<file path="config.mk">
export PLATFORM = sky130hd
export DESIGN_NAME = reg_access_arbiter_flat
export DESIGN_NICKNAME = d
export VERILOG_FILES = /design/src/rtl/reg_access_arbiter_pkg.sv /design/src/rtl/reg_access_arbiter_if.sv /design/src/rtl/reg_access_arbiter_rr_arb2.sv /design/src/rtl/reg_access_arbiter.sv /design/src/flat_wrapper.sv
export SDC_FILE = /design/constraint.sdc
export NUM_CORES = 1
export LEC_CHECK = 0
export BUFFER_PORTS_ARGS = -buffer_cell sky130_fd_sc_hd__buf_2
export CORE_ASPECT_RATIO = 0.9
export CORE_MARGIN = 1
export CORE_UTILIZATION = 50
export CTS_CLUSTER_SIZE = 8
export DETAILED_ROUTE_END_ITERATION = 6
export PLACE_DENSITY = 0.94
export SYNTH_ARGS = -nofsm -noshare
export SYNTH_HDL_FRONTEND = slang
export SYNTH_HIERARCHICAL = 1
export SYNTH_SLANG_ARGS = --single-unit
</file>
<file path="constraint.sdc">
create_clock -name clk -period 2.25 [get_ports clk]
set_input_delay 0.1125 -clock clk [delete_from_list [all_inputs] [get_ports clk]]
set_output_delay 0.1125 -clock clk [all_outputs]
set_load 0.01 [all_outputs]
</file>
<file path="src/rtl/reg_access_arbiter_pkg.sv">
// Shared widths and FSM state encoding for the two-requester register-file arbiter.
package reg_access_arbiter_pkg;

    localparam int ADDR_W = 11;
    localparam int DATA_W = 32;

    typedef enum logic [1:0] {
        IDLE  = 2'd0,
        ISSUE = 2'd1,
        WAIT  = 2'd2,
        ACK   = 2'd3
    } state_t;

endpackage

</file>
<file path="src/rtl/reg_access_arbiter_if.sv">
// Bundle of requester and register-file signals shared by the arbiter and its environment.
interface reg_access_arbiter_if;
    import reg_access_arbiter_pkg::*;

    logic              m0_req;
    logic              m1_req;
    logic [ADDR_W-1:0] m0_addr;
    logic [ADDR_W-1:0] m1_addr;
    logic              m0_r_wn;
    logic              m1_r_wn;
    logic [DATA_W-1:0] m0_wdata;
    logic [DATA_W-1:0] m1_wdata;
    logic              m0_ack;
    logic              m1_ack;
    logic [DATA_W-1:0] m0_rdata;
    logic [DATA_W-1:0] m1_rdata;
    logic [ADDR_W-1:0] rf_addr;
    logic              rf_r_wn;
    logic [DATA_W-1:0] rf_wdata;
    logic [DATA_W-1:0] rf_rdata;
    logic              busy;

    modport slave (
        input  m0_req, m1_req, m0_addr, m1_addr, m0_r_wn, m1_r_wn,
        input  m0_wdata, m1_wdata, rf_rdata,
        output m0_ack, m1_ack, m0_rdata, m1_rdata,
        output rf_addr, rf_r_wn, rf_wdata, busy
    );

    modport master (
        output m0_req, m1_req, m0_addr, m1_addr, m0_r_wn, m1_r_wn,
        output m0_wdata, m1_wdata, rf_rdata,
        input  m0_ack, m1_ack, m0_rdata, m1_rdata,
        input  rf_addr, rf_r_wn, rf_wdata, busy
    );

endinterface

</file>
<file path="src/rtl/reg_access_arbiter_rr_arb2.sv">
// Two-input round-robin grant with a "last granted" pointer; m1 is treated as last after reset.
module rr_arb2 (
    input  logic       clk,
    input  logic       rst_n,
    input  logic [1:0] req,
    input  logic       grant_en,
    output logic [1:0] grant
);

    logic last_m1;

    always_comb begin
        grant = 2'b00;
        case (req)
            2'b01:   grant = 2'b01;
            2'b10:   grant = 2'b10;
            2'b11:   grant = last_m1 ? 2'b01 : 2'b10;
            default: grant = 2'b00;
        endcase
    end

    // The pointer only moves when a grant is actually taken.
    always_ff @(posedge clk or negedge rst_n) begin
        if (!rst_n) begin
            last_m1 <= 1'b1;
        end else if (grant_en && (req != 2'b00)) begin
            last_m1 <= grant[1];
        end
    end

endmodule

</file>
<file path="src/rtl/reg_access_arbiter.sv">
// Serialises two requesters onto one register-file port: latch winner, issue, wait for read data, ack.
module reg_access_arbiter
    import reg_access_arbiter_pkg::*;
#(
    parameter int RD_LATENCY = 1
) (
    input  logic                 clk,
    input  logic                 rst_n,
    reg_access_arbiter_if.slave  bus
);

    localparam logic [1:0] WAIT_LAST = 2'(RD_LATENCY - 1);

    state_t            state;
    state_t            state_next;
    logic [1:0]        req;
    logic [1:0]        grant;
    logic              grant_en;
    logic              capture;
    logic              win_m1;
    logic              lat_r_wn;
    logic [1:0]        wait_cnt;
    logic [ADDR_W-1:0] addr_q;
    logic [DATA_W-1:0] wdata_q;
    logic [DATA_W-1:0] rdata0_q;
    logic [DATA_W-1:0] rdata1_q;

    assign req = {bus.m1_req, bus.m0_req};

    rr_arb2 u_rr_arb2 (
        .clk      (clk),
        .rst_n    (rst_n),
        .req      (req),
        .grant_en (grant_en),
        .grant    (grant)
    );

    always_ff @(posedge clk or negedge rst_n) begin
        if (!rst_n) begin
            state <= IDLE;
        end else begin
            state <= state_next;
        end
    end

    always_comb begin
        state_next = state;
        grant_en   = 1'b0;
        capture    = 1'b0;
        case (state)
            IDLE: begin
                if (req != 2'b00) begin
                    grant_en   = 1'b1;
                    state_next = ISSUE;
                end
            end
            ISSUE: begin
                state_next = lat_r_wn ? WAIT : ACK;
            end
            WAIT: begin
                if (wait_cnt == WAIT_LAST) begin
                    capture    = 1'b1;
                    state_next = ACK;
                end
            end
            ACK: begin
                state_next = IDLE;
            end
            default: begin
                state_next = IDLE;
            end
        endcase
    end

    // Winner fields are latched once in IDLE so later requester changes are invisible.
    always_ff @(posedge clk or negedge rst_n) begin
        if (!rst_n) begin
            win_m1   <= 1'b0;
            lat_r_wn <= 1'b1;
            addr_q   <= '0;
            wdata_q  <= '0;
        end else if (grant_en) begin
            win_m1   <= (grant == 2'b10);
            lat_r_wn <= (grant == 2'b10) ? bus.m1_r_wn  : bus.m0_r_wn;
            addr_q   <= (grant == 2'b10) ? bus.m1_addr  : bus.m0_addr;
            wdata_q  <= (grant == 2'b10) ? bus.m1_wdata : bus.m0_wdata;
        end
    end

    always_ff @(posedge clk or negedge rst_n) begin
        if (!rst_n) begin
            wait_cnt <= 2'd0;
        end else if (state == WAIT) begin
            wait_cnt <= wait_cnt + 2'd1;
        end else begin
            wait_cnt <= 2'd0;
        end
    end

    always_ff @(posedge clk or negedge rst_n) begin
        if (!rst_n) begin
            rdata0_q <= '0;
            rdata1_q <= '0;
        end else if (capture) begin
            if (win_m1) begin
                rdata1_q <= bus.rf_rdata;
            end else begin
                rdata0_q <= bus.rf_rdata;
            end
        end
    end

    // The write strobe is a pure decode of the ISSUE cycle, so reset drops it immediately.
    assign bus.rf_r_wn  = !((state == ISSUE) && !lat_r_wn);
    assign bus.rf_addr  = addr_q;
    assign bus.rf_wdata = wdata_q;
    assign bus.m0_ack   = (state == ACK) && !win_m1;
    assign bus.m1_ack   = (state == ACK) && win_m1;
    assign bus.m0_rdata = rdata0_q;
    assign bus.m1_rdata = rdata1_q;
    assign bus.busy     = (state != IDLE);

endmodule

</file>
<file path="src/flat_wrapper.sv">
// flat-port wrapper written by rule: the top's interface ports become plain ports
module reg_access_arbiter_flat import reg_access_arbiter_pkg::*;
#(
    parameter int RD_LATENCY = 1
)
  (clk, rst_n, bus_m0_req, bus_m1_req, bus_m0_addr, bus_m1_addr, bus_m0_r_wn, bus_m1_r_wn, bus_m0_wdata, bus_m1_wdata, bus_rf_rdata, bus_m0_ack, bus_m1_ack, bus_m0_rdata, bus_m1_rdata, bus_rf_addr, bus_rf_r_wn, bus_rf_wdata, bus_busy);
  reg_access_arbiter_if bus_i ();
  input  logic clk;
  input  logic rst_n;
  input wire logic [$bits(bus_i.m0_req)-1:0] bus_m0_req;
  input wire logic [$bits(bus_i.m1_req)-1:0] bus_m1_req;
  input wire logic [$bits(bus_i.m0_addr)-1:0] bus_m0_addr;
  input wire logic [$bits(bus_i.m1_addr)-1:0] bus_m1_addr;
  input wire logic [$bits(bus_i.m0_r_wn)-1:0] bus_m0_r_wn;
  input wire logic [$bits(bus_i.m1_r_wn)-1:0] bus_m1_r_wn;
  input wire logic [$bits(bus_i.m0_wdata)-1:0] bus_m0_wdata;
  input wire logic [$bits(bus_i.m1_wdata)-1:0] bus_m1_wdata;
  input wire logic [$bits(bus_i.rf_rdata)-1:0] bus_rf_rdata;
  output wire logic [$bits(bus_i.m0_ack)-1:0] bus_m0_ack;
  output wire logic [$bits(bus_i.m1_ack)-1:0] bus_m1_ack;
  output wire logic [$bits(bus_i.m0_rdata)-1:0] bus_m0_rdata;
  output wire logic [$bits(bus_i.m1_rdata)-1:0] bus_m1_rdata;
  output wire logic [$bits(bus_i.rf_addr)-1:0] bus_rf_addr;
  output wire logic [$bits(bus_i.rf_r_wn)-1:0] bus_rf_r_wn;
  output wire logic [$bits(bus_i.rf_wdata)-1:0] bus_rf_wdata;
  output wire logic [$bits(bus_i.busy)-1:0] bus_busy;
  assign bus_i.m0_req = bus_m0_req;
  assign bus_i.m1_req = bus_m1_req;
  assign bus_i.m0_addr = bus_m0_addr;
  assign bus_i.m1_addr = bus_m1_addr;
  assign bus_i.m0_r_wn = bus_m0_r_wn;
  assign bus_i.m1_r_wn = bus_m1_r_wn;
  assign bus_i.m0_wdata = bus_m0_wdata;
  assign bus_i.m1_wdata = bus_m1_wdata;
  assign bus_i.rf_rdata = bus_rf_rdata;
  assign bus_m0_ack = bus_i.m0_ack;
  assign bus_m1_ack = bus_i.m1_ack;
  assign bus_m0_rdata = bus_i.m0_rdata;
  assign bus_m1_rdata = bus_i.m1_rdata;
  assign bus_rf_addr = bus_i.rf_addr;
  assign bus_rf_r_wn = bus_i.rf_r_wn;
  assign bus_rf_wdata = bus_i.rf_wdata;
  assign bus_busy = bus_i.busy;
  reg_access_arbiter #(.RD_LATENCY(RD_LATENCY)) u_core (.clk(clk), .rst_n(rst_n), .bus(bus_i));
endmodule
</file>
# After elaboration in Yosys (flattened, before gate mapping)
# Index checks and enable logic that the tools add are counted.
[word_totals]
ff_bits = 114
out_inout_bits = 111
wordCells = 48
[classes]
add_sub_neg = 1
n_eq_ne = 9
muxes = 14
bitwise_logic = 1
reduce_logical = 14
[ops]
columns = ["operator", "n"]
rows = [
  ["$mux W32", 1],
  ["$mux W11", 1],
  ["$eq A2 B2 Y1 const B", 5],
  ["$mux W2", 4],
  ["$pmux W2 S4", 1],
  ["$mux W1", 6],
  ["$pmux W2 S3", 1],
  ["$reduce_and A2 Y1", 3],
  ["$eq A2 B1 Y1 const B", 2],
  ["$logic_and A1 B1 Y1", 4],
  ["$logic_not A2 Y1", 2],
  ["$ne A2 B1 Y1 const B", 2],
  ["$reduce_bool A2 Y1", 2],
  ["$logic_not A1 Y1", 3],
  ["$add A2 B1 Y2 const B", 1],
  ["$not A1 Y1", 1],
]

# Longest topological paths before layout
# Gate-level depths: netlist of the first run.
[logic_depth]
word_depth = 4
ltp_mapped = 7
ltp_nobuf = 6

# By module
# Netlist of the first run, hierarchy kept.
[modules_own_cells]
columns = ["mod", "instances", "cells_each", "area_per_inst_um2", "seq_area_each_um2"]
rows = [
  ["reg_access_arbiter", 1, 359, 5007.3, 2829.0],
  ["rr_arb2", 1, 6, 56.3, 26.3],
]

# Least setup slack after synthesis of the first run
# No wires, ideal clock.
[synth_timing]
kind = "flip-flop to flip-flop"
startpoint = "reg u_core.state[0]"
endpoint = "reg u_core.rdata0_q[10], in the netlist u_core/bus.m0_rdata[10]"
setup_ns = 0.125
arrival_ns = 1.381
required_ns = 2.125
path_slack_ns = 0.744
stages_incl_launch_ff = 6
n_path_buf = 1
period_less_slack_ns = 1.506
cell_sequence = "dfrtp_1 > inv_1 > ha_1 > nand3b_4 > buf_6 > mux2_4"
[synth_via]
elab_chain_cells = 3
[synth_lines]
columns = ["item", "line", "rtl"]
rows = [
  ["from (decl)", "reg_access_arbiter.sv:14", "state_t state;"],
  ["from (signal assigned)", "reg_access_arbiter.sv:42", "state <= state_next;"],
  ["$eq A2 B2 Y1", "reg_access_arbiter.sv:50", "case (state)"],
  ["$mux W1", "reg_access_arbiter.sv:50", ""],
  ["$reduce_and A2 Y1 (no source line)", "--", ""],
  ["to (signal assigned)", "reg_access_arbiter.sv:108", "rdata0_q <= bus.rf_rdata;"],
  ["to (decl)", "reg_access_arbiter.sv:25", "logic [DATA_W-1:0] rdata0_q;"],
]
# Every way passes these cells.
# A chain may end at the register's enable or synchronous reset.

# Worst setup path in the final report of the first run
[layout_timing]
startpoint = "reg u_core.u_rr_arb2.last_m1"
endpoint = "reg u_core.addr_q[5], in the netlist u_core/bus.rf_addr[5]"
[layout_via]
elab_chain_cells = 4
[layout_lines]
columns = ["item", "line", "rtl"]
rows = [
  ["from (decl)", "reg_access_arbiter_rr_arb2.sv:10", "logic last_m1;"],
  ["from (signal assigned)", "reg_access_arbiter_rr_arb2.sv:27", "last_m1 <= grant[1];"],
  ["$mux W2", "reg_access_arbiter_rr_arb2.sv:17", "2'b11: grant = last_m1 ? 2'b01 : 2'b10;"],
  ["$pmux W2 S3", "reg_access_arbiter_rr_arb2.sv:14", "case (req)"],
  ["via u_core.grant[1]", "reg_access_arbiter.sv:17", "logic [1:0] grant;"],
  ["$eq A2 B2 Y1", "reg_access_arbiter.sv:85", "addr_q <= (grant == 2'b10) ? bus.m1_addr : bus.m0_addr;"],
  ["$mux W11", "reg_access_arbiter.sv:85", ""],
  ["to (signal assigned)", "reg_access_arbiter.sv:85", ""],
  ["to (decl)", "reg_access_arbiter.sv:23", "logic [ADDR_W-1:0] addr_q;"],
]
# The timed path passes the listed nets, and every way through them passes these cells.

==> results of run 1 <==
==> layer usage <==
layer,share of wire [%],up-vias,track usage [%]
met5,0,-,0
li1,-,2011,-
met2,48,379,59.2
met3,9.8,88,10.9
met1,36,2271,41.8
met4,5.5,0,22.1
==> flip-flops by register name (all words and copies together) (netlist names) <==
name and cells:
u_core/bus.m1_rdata 32, u_core/lat_r_wn 1, u_core/bus.rf_addr 11, u_core/wait_cnt 2
u_core/u_rr_arb2/last_m1 1, u_core/bus.m0_rdata 32, u_core/bus.rf_wdata 32, u_core/state 2
u_core/win_m1 1
==> worst max-delay path, cell delays in order, from the launching register on <==
cell and delay (ns):
dfstp_2 0.38, a21boi_0 0.47, nor2b_4 0.74, mux2i_1 0.18, o21ai_0 0.37
==> cell type report <==
type	count	area share [%]
sequential	114	34.5
timing repair buffer	371	31.0
multi-input combinational	225	24.8
clock buffer	19	5.33
clock inverter	13	2.10
tap	126	1.90
inverter	7	0.317
antenna	1	0.0302
==> kinds of logic after synthesis <==
kind of cell,count (synthesis),share of synthesized area [%]
compound gates,52,5.54
fa+ha+maj,6,1.48
buf+inv,27,3.58
flops,114,56.4
mux,110,27.8
simple gates,56,5.19
==> cell usage after synthesis <==
cell type,instances
a211oi_1,1
a21boi_0,1
a21boi_1,1
a21oi_1,1
a21oi_2,1
a2bb2oi_1,1
a31oi_1,1
and2_1,2
and2b_1,1
buf_2,1
buf_4,1
buf_6,10
clkbuf_1,8
dfrtp_1,112
dfstp_2,2
ha_1,6
inv_1,7
mux2_2,6
mux2_4,60
mux2i_1,44
nand2_1,44
nand2b_1,1
nand3_4,1
nand3b_4,1
nor2_1,2
nor2b_1,3
nor3b_1,1
o21ai_0,44
o21ai_2,1
==> power by group <==
part / internal [mW] / leakage [nW] / switching [mW] / total, mW
Combinational: 2.48 / 2.62 / 2.50 / 4.98
Clock: 1.76 / 0.292 / 1.03 / 2.79
Sequential: 3.12 / 1.36 / 0.726 / 3.84
==> how the worst max path moves through the flow <==
stage	startpoint	end	depth (start not counted)
6_report	u_core/u_rr_arb2/last_m1$_DFFE_PN1P_	u_core/bus.rf_addr[5]$_DFFE_PN0P_	4
5_1_grt	u_core/u_rr_arb2/last_m1$_DFFE_PN1P_	u_core/bus.rf_addr[4]$_DFFE_PN0P_	4
4_1_cts	u_core/u_rr_arb2/last_m1$_DFFE_PN1P_	u_core/bus.rf_wdata[21]$_DFFE_PN0P_	5
3_5_place_dp	u_core/u_rr_arb2/last_m1$_DFFE_PN1P_	u_core/bus.rf_wdata[21]$_DFFE_PN0P_	5
3_3_place_gp	u_core/u_rr_arb2/last_m1$_DFFE_PN1P_	u_core/bus.rf_wdata[23]$_DFFE_PN0P_	5
2_1_floorplan	u_core/state[0]$_DFFE_PN0P_	u_core/bus.m0_rdata[10]$_DFFE_PN0P_	5
==> stage by stage <==
step	cell area (um^2)	setup TNS, ns
floorplan	5060	0
global placement	6360	0
detailed placement	6360	-0.105
CTS	8180	0
global route	8280	-0.0210
finish	8280	-0.0582
==> what timing repair did <==
item,CTS,global route
cloned,1,0
hold buffers,119,2
setup endpoints to repair,6,14
setup buffers,0,9
hold endpoints to repair,181,1
resized for setup,1,0
==> flow_metrics.py, run 1 <==
metrics = {
    "clocking": {
        "clk_pin_slew_ns": 0.06,
        "cts_tree": "built",
        "worstSkewPairLatency_ns": 0.51,
        "clkSinkCount": 114,
        "cts_buffers": 17,
        "root_buffer": "clkbuf_8",
        "cts.path.max_buffers": 2,
        "htreeDepth": 4,
    },
    "global_routing": {
        "grt_use_total_pct": 36.4,
        "grt_pass1_vias": 5122,
        "overflow": 0,
        "grt_max_degree": 47,
        "antenna_found_initial": 1,
        "grt_pass1_wl_mm": 28.2,
    },
    "timing": {
        "max_freq_ghz": 0.440,
        "setup_viol": 3,
        "relSlewSlack_pct": 32.5,
        "fin_crit_sh_pct": 101,
        "setup_ws_ns": -0.0226,
        "finalCriticalPeriod_ns": 2.27,
        "slew_viol_final": 0,
        "tightest_slew_ns": 1.01,
        "hold_viol_final": 0,
        "hold_slack_ns": 0.108,
        "skew_ns": 0.00858,
    },
    "outcome": {
        "violations": "negative setup slack",
        "status": "finished with violations",
    },
    "yosys": {
        "synth_top_area_share_pct": 55.3,
        "syn_area_um2": 5060,
        "avgSynthCellArea_um2": 13.9,
        "synthesis.nets": 495,
        "synth_warnings": 6,
        "yosysTopAreaCell": "dfrtp_1",
        "synth_cell_type_count": 29,
        "seq_area_frac_synth_pct": 56.4,
        "ys_ff_latch": 114,
        "ys_top_cells_by_area": "dfrtp_1, mux2_4, mux2i_1, o21ai_0, nand2_1",
        "syn_inst": 365,
    },
    "floorplanning": {
        "start_util_pct": 52.0,
        "dieArea_um2": 10500,
        "ios": 235,
        "std_cell_rows": 34,
        "design.core.area_um2": 9740,
        "die_h_um": 97.5,
        "fp.dieW_um": 108,
    },
    "setup_path": {
        "end_kind": "register",
        "required_ns": 2.63,
        "critPathKind": "reg2reg",
        "worstRegToRegCells": 4,
        "r2r-end": "u_core/bus.rf_addr[5]$_DFFE_PN0P_",
        "r2r-start": "u_core/u_rr_arb2/last_m1$_DFFE_PN1P_",
        "crit_fanout": 17,
        "reg2reg_slack_ns": -0.02,
        "crit_arrival_ns": 2.65,
        "start_kind": "register",
    },
    "place": {
        "gp_congestion": 0.808,
        "dp_hpwl_mm": 9.07,
        "numPortBuffers": 234,
        "placed_cells": 712,
        "dp_slack_ns": -0.0297,
    },
    "layout": {
        "regArea_um2": 2860,
        "nets": 866,
        "layout.cells.non_filler": 876,
        "drive_above_1_share_pct": 47.5,
        "final_cell_mix": "buf_2, dlygate4sd3_1, dfrtp_1",
        "postLayoutCoreUtil_pct": 85.0,
        "layout_commonest_cell": "buf_2",
        "multiInputGateArea_um2": 2060,
        "area_growth_pct": 63.5,
        "nFillCells": 424,
    },
    "pwr": {
        "total_power_mw": 11.6,
        "peakVddDrop_v": 0.000934,
        "power.leakage_nw": 4.28,
        "p_per_area_nw_per_um2": 1400,
    },
    "hold_path": {
        "hp-class": "in2reg",
        "hold_depth": 3,
        "whs_endpoint": "u_core/bus.rf_wdata[8]$_DFFE_PN0P_",
        "worstHoldStart": "bus_m1_wdata[8]",
    },
    "routing": {
        "antenna_left": 0,
        "routedWlPerCell_um": 22.0,
        "drc": 0,
        "vias": 4749,
        "drt_iter0_markers": 356,
        "totalWireLength_mm": 19.3,
        "drtPass1Iterations": 5,
        "viasPerCell": 5.42,
    },
    "job": {
        "cap_violations": 0,
    },
}
No activity file was read; power rests on OpenSTA's default activity.
==> inputs of run 2 (changes only) <==
==> constraint.sdc (replaced) <==
create_clock -name clk -period 2.7 [get_ports clk]
set_input_delay 0.135 -clock clk [delete_from_list [all_inputs] [get_ports clk]]
set_output_delay 0.135 -clock clk [all_outputs]
set_load 0.01 [all_outputs]
==> flow_metrics.py, run 2 (synthesized netlist as in run 1, its figures left out) <==
metrics = {
    "floorplanning": {
        "std_cell_rows": 34,
        "design.core.area_um2": 9740,
        "dieArea_um2": 10500,
        "fp.dieW_um": 108,
        "start_util_pct": 52.0,
        "ios": 235,
        "die_h_um": 97.5,
    },
    "routing": {
        "drc": 0,
        "viasPerCell": 5.25,
        "drt_iter0_markers": 200,
        "totalWireLength_mm": 16.7,
        "drtPass1Iterations": 6,
        "antenna_left": 0,
        "vias": 4535,
        "routedWlPerCell_um": 19.3,
    },
    "setup_path": {
        "crit_fanout": 21,
        "r2r-start": "u_core/u_rr_arb2/last_m1$_DFFE_PN1P_",
        "worstRegToRegCells": 6,
        "crit_arrival_ns": 2.87,
        "end_kind": "register",
        "critPathKind": "reg2reg",
        "reg2reg_slack_ns": 0.14,
        "r2r-end": "u_core/bus.rf_addr[1]$_DFFE_PN0P_",
        "required_ns": 3.01,
        "start_kind": "register",
    },
    "layout": {
        "regArea_um2": 2860,
        "multiInputGateArea_um2": 2040,
        "area_growth_pct": 59.2,
        "nets": 856,
        "layout.cells.non_filler": 864,
        "nFillCells": 492,
        "diodes": 0,
        "postLayoutCoreUtil_pct": 82.8,
        "final_area_um2": 8060,
        "final_cell_mix": "buf_2, dlygate4sd3_1, dfrtp_1",
        "layout_commonest_cell": "buf_2",
        "drive_above_1_share_pct": 46.7,
    },
    "global_routing": {
        "grt_pass1_vias": 4998,
        "overflow": 0,
        "antenna_found_initial": 0,
        "grt_max_degree": 56,
        "grt_pass1_wl_mm": 25.7,
        "grt_use_total_pct": 33.0,
        "grtUsageMet3_pct": 7.65,
        "gr-max-usage-layer": "met2",
        "use_met2_pct": 57.7,
        "grt_use_met1_pct": 35.9,
    },
    "timing": {
        "setup_viol": 0,
        "max_freq_ghz": 0.391,
        "hold_viol_final": 0,
        "rsz0062_at_grt": "false",
        "tightest_slew_ns": 1.18,
        "fin_tns_setup_ns": 0,
        "slew_viol_final": 0,
        "relSlewSlack_pct": 21.3,
        "setup_ws_ns": 0.140,
        "skew_ns": 0.0110,
        "finalCriticalPeriod_ns": 2.56,
        "fin_crit_sh_pct": 94.8,
        "hold_slack_ns": 0.0128,
    },
    "hold_path": {
        "hold_depth": 3,
        "hp-class": "in2reg",
        "whs_endpoint": "u_core/bus.rf_wdata[11]$_DFFE_PN0P_",
        "worstHoldStart": "bus_m0_wdata[11]",
    },
    "clocking": {
        "cts_buffers": 17,
        "htreeDepth": 4,
        "cts.path.max_buffers": 2,
        "clkSinkCount": 114,
        "worstSkewPairLatency_ns": 0.52,
        "cts_tree": "built",
        "clk_pin_slew_ns": 0.06,
        "root_buffer": "clkbuf_8",
    },
    "pwr": {
        "total_power_mw": 9.13,
        "power.leakage_nw": 4.15,
        "intPower_mw": 5.82,
        "power.switching_mw": 3.31,
        "peakVddDrop_v": 0.000749,
        "power_frac_seq_pct": 34.8,
        "p_per_area_nw_per_um2": 1130,
        "clkPwrFrac_pct": 21.2,
        "switching_share_pct": 36.3,
        "pwr-share-comb_pct": 44.0,
    },
    "place": {
        "dp_slack_ns": 0.624,
        "dp_hpwl_mm": 8.91,
        "placed_cells": 712,
        "place_area_um2": 6330,
        "gp_congestion": 0.823,
        "numPortBuffers": 234,
    },
    "outcome": {
        "status": "completed",
    },
    "job": {
        "cap_violations": 0,
    },
}
run 2: critical path, stage by stage, from the launching register on:
cell           delay [ns]
dfstp_2              0.38
a21boi_0             0.16
nor2b_4              0.60
buf_12               0.28
mux2i_1              0.21
dlygate4sd3_1        0.60
o21ai_0              0.12
run 2: area by class of cell:
type / instances / share of cell area, %
Sequential cell: 114 / 35.4
Timing Repair Buffer: 362 / 30.5
Multi-Input combinational cell: 224 / 25.3
Clock buffer: 18 / 5.31
Tap cell: 126 / 1.96
Clock inverter: 13 / 1.12
Inverter: 7 / 0.326
run 2: power groups by stage:
stage	combinational, mW	clock [mW]	sequential [mW]
after floorplan	1.93	0	3.44
after global placement	3.44	0	3.07
after detailed placement	3.61	0	3.12
after CTS	3.84	1.95	3.11
after global routing	4.27	2.03	3.26
final	4.02	1.94	3.18
run 2: worst max path at each step:
stage	end	cells past startpoint	startpoint
6_report	u_core/bus.rf_addr[1]$_DFFE_PN0P_	6	u_core/u_rr_arb2/last_m1$_DFFE_PN1P_
5_1_grt	u_core/bus.rf_addr[1]$_DFFE_PN0P_	6	u_core/u_rr_arb2/last_m1$_DFFE_PN1P_
4_1_cts	u_core/bus.rf_wdata[15]$_DFFE_PN0P_	6	u_core/u_rr_arb2/last_m1$_DFFE_PN1P_
3_5_place_dp	u_core/bus.m0_rdata[1]$_DFFE_PN0P_	4	u_core/state[0]$_DFFE_PN0P_
3_3_place_gp	u_core/bus.m0_rdata[3]$_DFFE_PN0P_	4	u_core/state[0]$_DFFE_PN0P_
2_1_floorplan	u_core/bus.m0_rdata[10]$_DFFE_PN0P_	5	u_core/state[0]$_DFFE_PN0P_
run 2: per-layer routing:
| layer | vias to the layer above | share of wire [%] |
|---|---|---|
| met4 | 0 | 4.8 |
| met1 | 2190 | 37 |
| met3 | 70 | 7.2 |
| met2 | 286 | 51 |
| met5 | - | 0 |
| li1 | 1989 | - |
run 2: what timing repair did:
item,CTS,global route
endpoints found under the hold margin,154,0
gates resized for setup,0,0
endpoints found under the setup margin,0,0
buffers inserted,0,0
hold buffers,121,0
==> inputs of run 3 (changes only) <==
--- a/config.mk
+++ b/config.mk
@@ -5,9 +5,10 @@
 export SDC_FILE = /design/constraint.sdc
 export NUM_CORES = 1
 export LEC_CHECK = 0
+export ABC_CLOCK_PERIOD_IN_PS = 2700
 export BUFFER_PORTS_ARGS = -buffer_cell sky130_fd_sc_hd__buf_2
 export CORE_ASPECT_RATIO = 0.9
-export CORE_MARGIN = 1
+export CORE_MARGIN = 2
 export CORE_UTILIZATION = 50
 export CTS_CLUSTER_SIZE = 8
 export DETAILED_ROUTE_END_ITERATION = 6
==> flow_metrics.py, run 3 (synthesized netlist as in run 1, its figures left out) <==
metrics = {
    "routing": {
        "drc": 0,
        "vias": 4488,
        "totalWireLength_mm": 17.2,
        "drt_iter0_markers": 293,
        "viasPerCell": 5.19,
        "antenna_left": 0,
        "drtPass1Iterations": 5,
        "routedWlPerCell_um": 19.9,
    },
    "layout": {
        "drive_above_1_share_pct": 46.5,
        "nets": 855,
        "layout_commonest_cell": "buf_2",
        "area_growth_pct": 61.9,
        "diodes": 0,
        "layout.cells.non_filler": 864,
        "final_cell_mix": "buf_2, dlygate4sd3_1, dfrtp_1",
        "final_area_um2": 8200,
    },
    "timing": {
        "relSlewSlack_pct": 24.1,
        "slew_viol_final": 0,
        "hold_viol_final": 0,
        "skew_ns": 0.0104,
        "tightest_slew_ns": 1.13,
        "fin_tns_setup_ns": 0,
        "max_freq_ghz": 0.381,
        "fin_crit_sh_pct": 97.2,
        "setup_viol": 0,
        "hold_slack_ns": 0.230,
        "rsz0062_at_grt": "false",
        "finalCriticalPeriod_ns": 2.62,
    },
    "global_routing": {
        "grt_max_degree": 68,
        "antenna_found_initial": 0,
        "grt_pass1_vias": 4787,
        "overflow": 0,
        "grt_use_total_pct": 31.8,
        "grt_pass1_wl_mm": 25.6,
    },
    "floorplanning": {
        "start_util_pct": 52.0,
        "dieArea_um2": 10900,
        "std_cell_rows": 34,
        "ios": 235,
        "fp.dieW_um": 110,
        "die_h_um": 99.5,
        "design.core.area_um2": 9740,
    },
    "place": {
        "place_area_um2": 6320,
        "placed_cells": 709,
        "gp_congestion": 0.764,
        "numPortBuffers": 234,
        "dp_hpwl_mm": 8.89,
    },
    "pwr": {
        "peakVddDrop_v": 0.000745,
        "p_per_area_nw_per_um2": 1180,
        "power.leakage_nw": 4.22,
    },
    "outcome": {
        "status": "completed",
    },
    "setup_path": {
        "end_kind": "register",
        "crit_fanout": 37,
        "critPathKind": "reg2reg",
        "start_kind": "register",
        "required_ns": 3.01,
        "crit_arrival_ns": 2.93,
    },
    "clocking": {
        "clkSinkCount": 114,
        "root_buffer": "clkbuf_8",
        "htreeDepth": 4,
        "cts.path.max_buffers": 2,
        "clk_pin_slew_ns": 0.06,
        "cts_setup_buffers": 0,
        "cts_buffers": 17,
        "worstSkewPairLatency_ns": 0.51,
        "cts_tree": "built",
    },
    "job": {
        "cap_violations": 0,
    },
    "hold_path": {
        "hp-class": "in2reg",
    },
}
==> run 3: report_power, final <==
group	switching, mW	leakage, nW	total, mW	internal [mW]
clock	0.813	0.303	2.41	1.60
combinational	1.96	2.55	4.05	2.09
sequential	0.588	1.36	3.19	2.60
==> run 3: final cells by class <==
type / count / area [um^2]
sequential: 114 / 2860
timing repair buffer: 361 / 2470
multi-input combinational: 224 / 2040
fill: 432 / 1540
clock buffer: 21 / 469
clock inverter: 11 / 176
tap: 126 / 158
inverter: 7 / 26.3
==> run 3: path summary, 6_finish.rpt <==
kind,startpoint,to,slack [ns],cells after the start
worst max register to register,u_core/u_rr_arb2/last_m1$_DFFE_PN1P_,u_core/bus.rf_wdata[19]$_DFFE_PN0P_,0.08,6
worst max-delay path,u_core/u_rr_arb2/last_m1$_DFFE_PN1P_,u_core/bus.rf_wdata[19]$_DFFE_PN0P_,0.08,6
worst min register to register,u_core/wait_cnt[0]$_DFF_PN0_,u_core/wait_cnt[0]$_DFF_PN0_,0.43,1
min in group asynchronous,rst_n,u_core/bus.m0_rdata[18]$_DFFE_PN0P_,0.28,2
max in group asynchronous,rst_n,u_core/bus.m1_rdata[5]$_DFFE_PN0P_,1.64,3
worst min-delay path,bus_m1_req,u_core/state[0]$_DFFE_PN0P_,0.23,4
==> run 3: metal layers <==
metal  vias up  global-route usage, %  part of all wire [%]
met5         -                      0                     0
met4         0                   11.7                   2.6
met3        40                   7.67                   7.3
met2       279                   57.3                    52
met1      2184                   36.3                    38
li1       1985                      -                     -
==> run 3: repair_timing <==
item / 4_1_cts / 5_1_grt
hold buffers: 123 / 0
resized for setup: 0 / 0
endpoints found under the hold margin: 173 / 0
==> run 3: metrics by stage <==
stage          power [mW]  util [%]  worst slack [ns]
4_1_cts              9.45      84.2             0.335
3_5_place_dp         6.75      64.9             0.626
3_3_place_gp         6.52      64.9             0.732
2_1_floorplan        5.37         -              1.19
5_1_grt              10.1      84.2             0.105
6_report             9.65      84.2            0.0764
==> run 3: worst max-delay path, stage by stage (launching register included) <==
cell,delay [ns]
dfstp_2,0.38
a21boi_0,0.20
nor2b_4,0.42
buf_12,0.31
mux2i_1,0.29
dlygate4sd3_1,0.65
o21ai_0,0.15
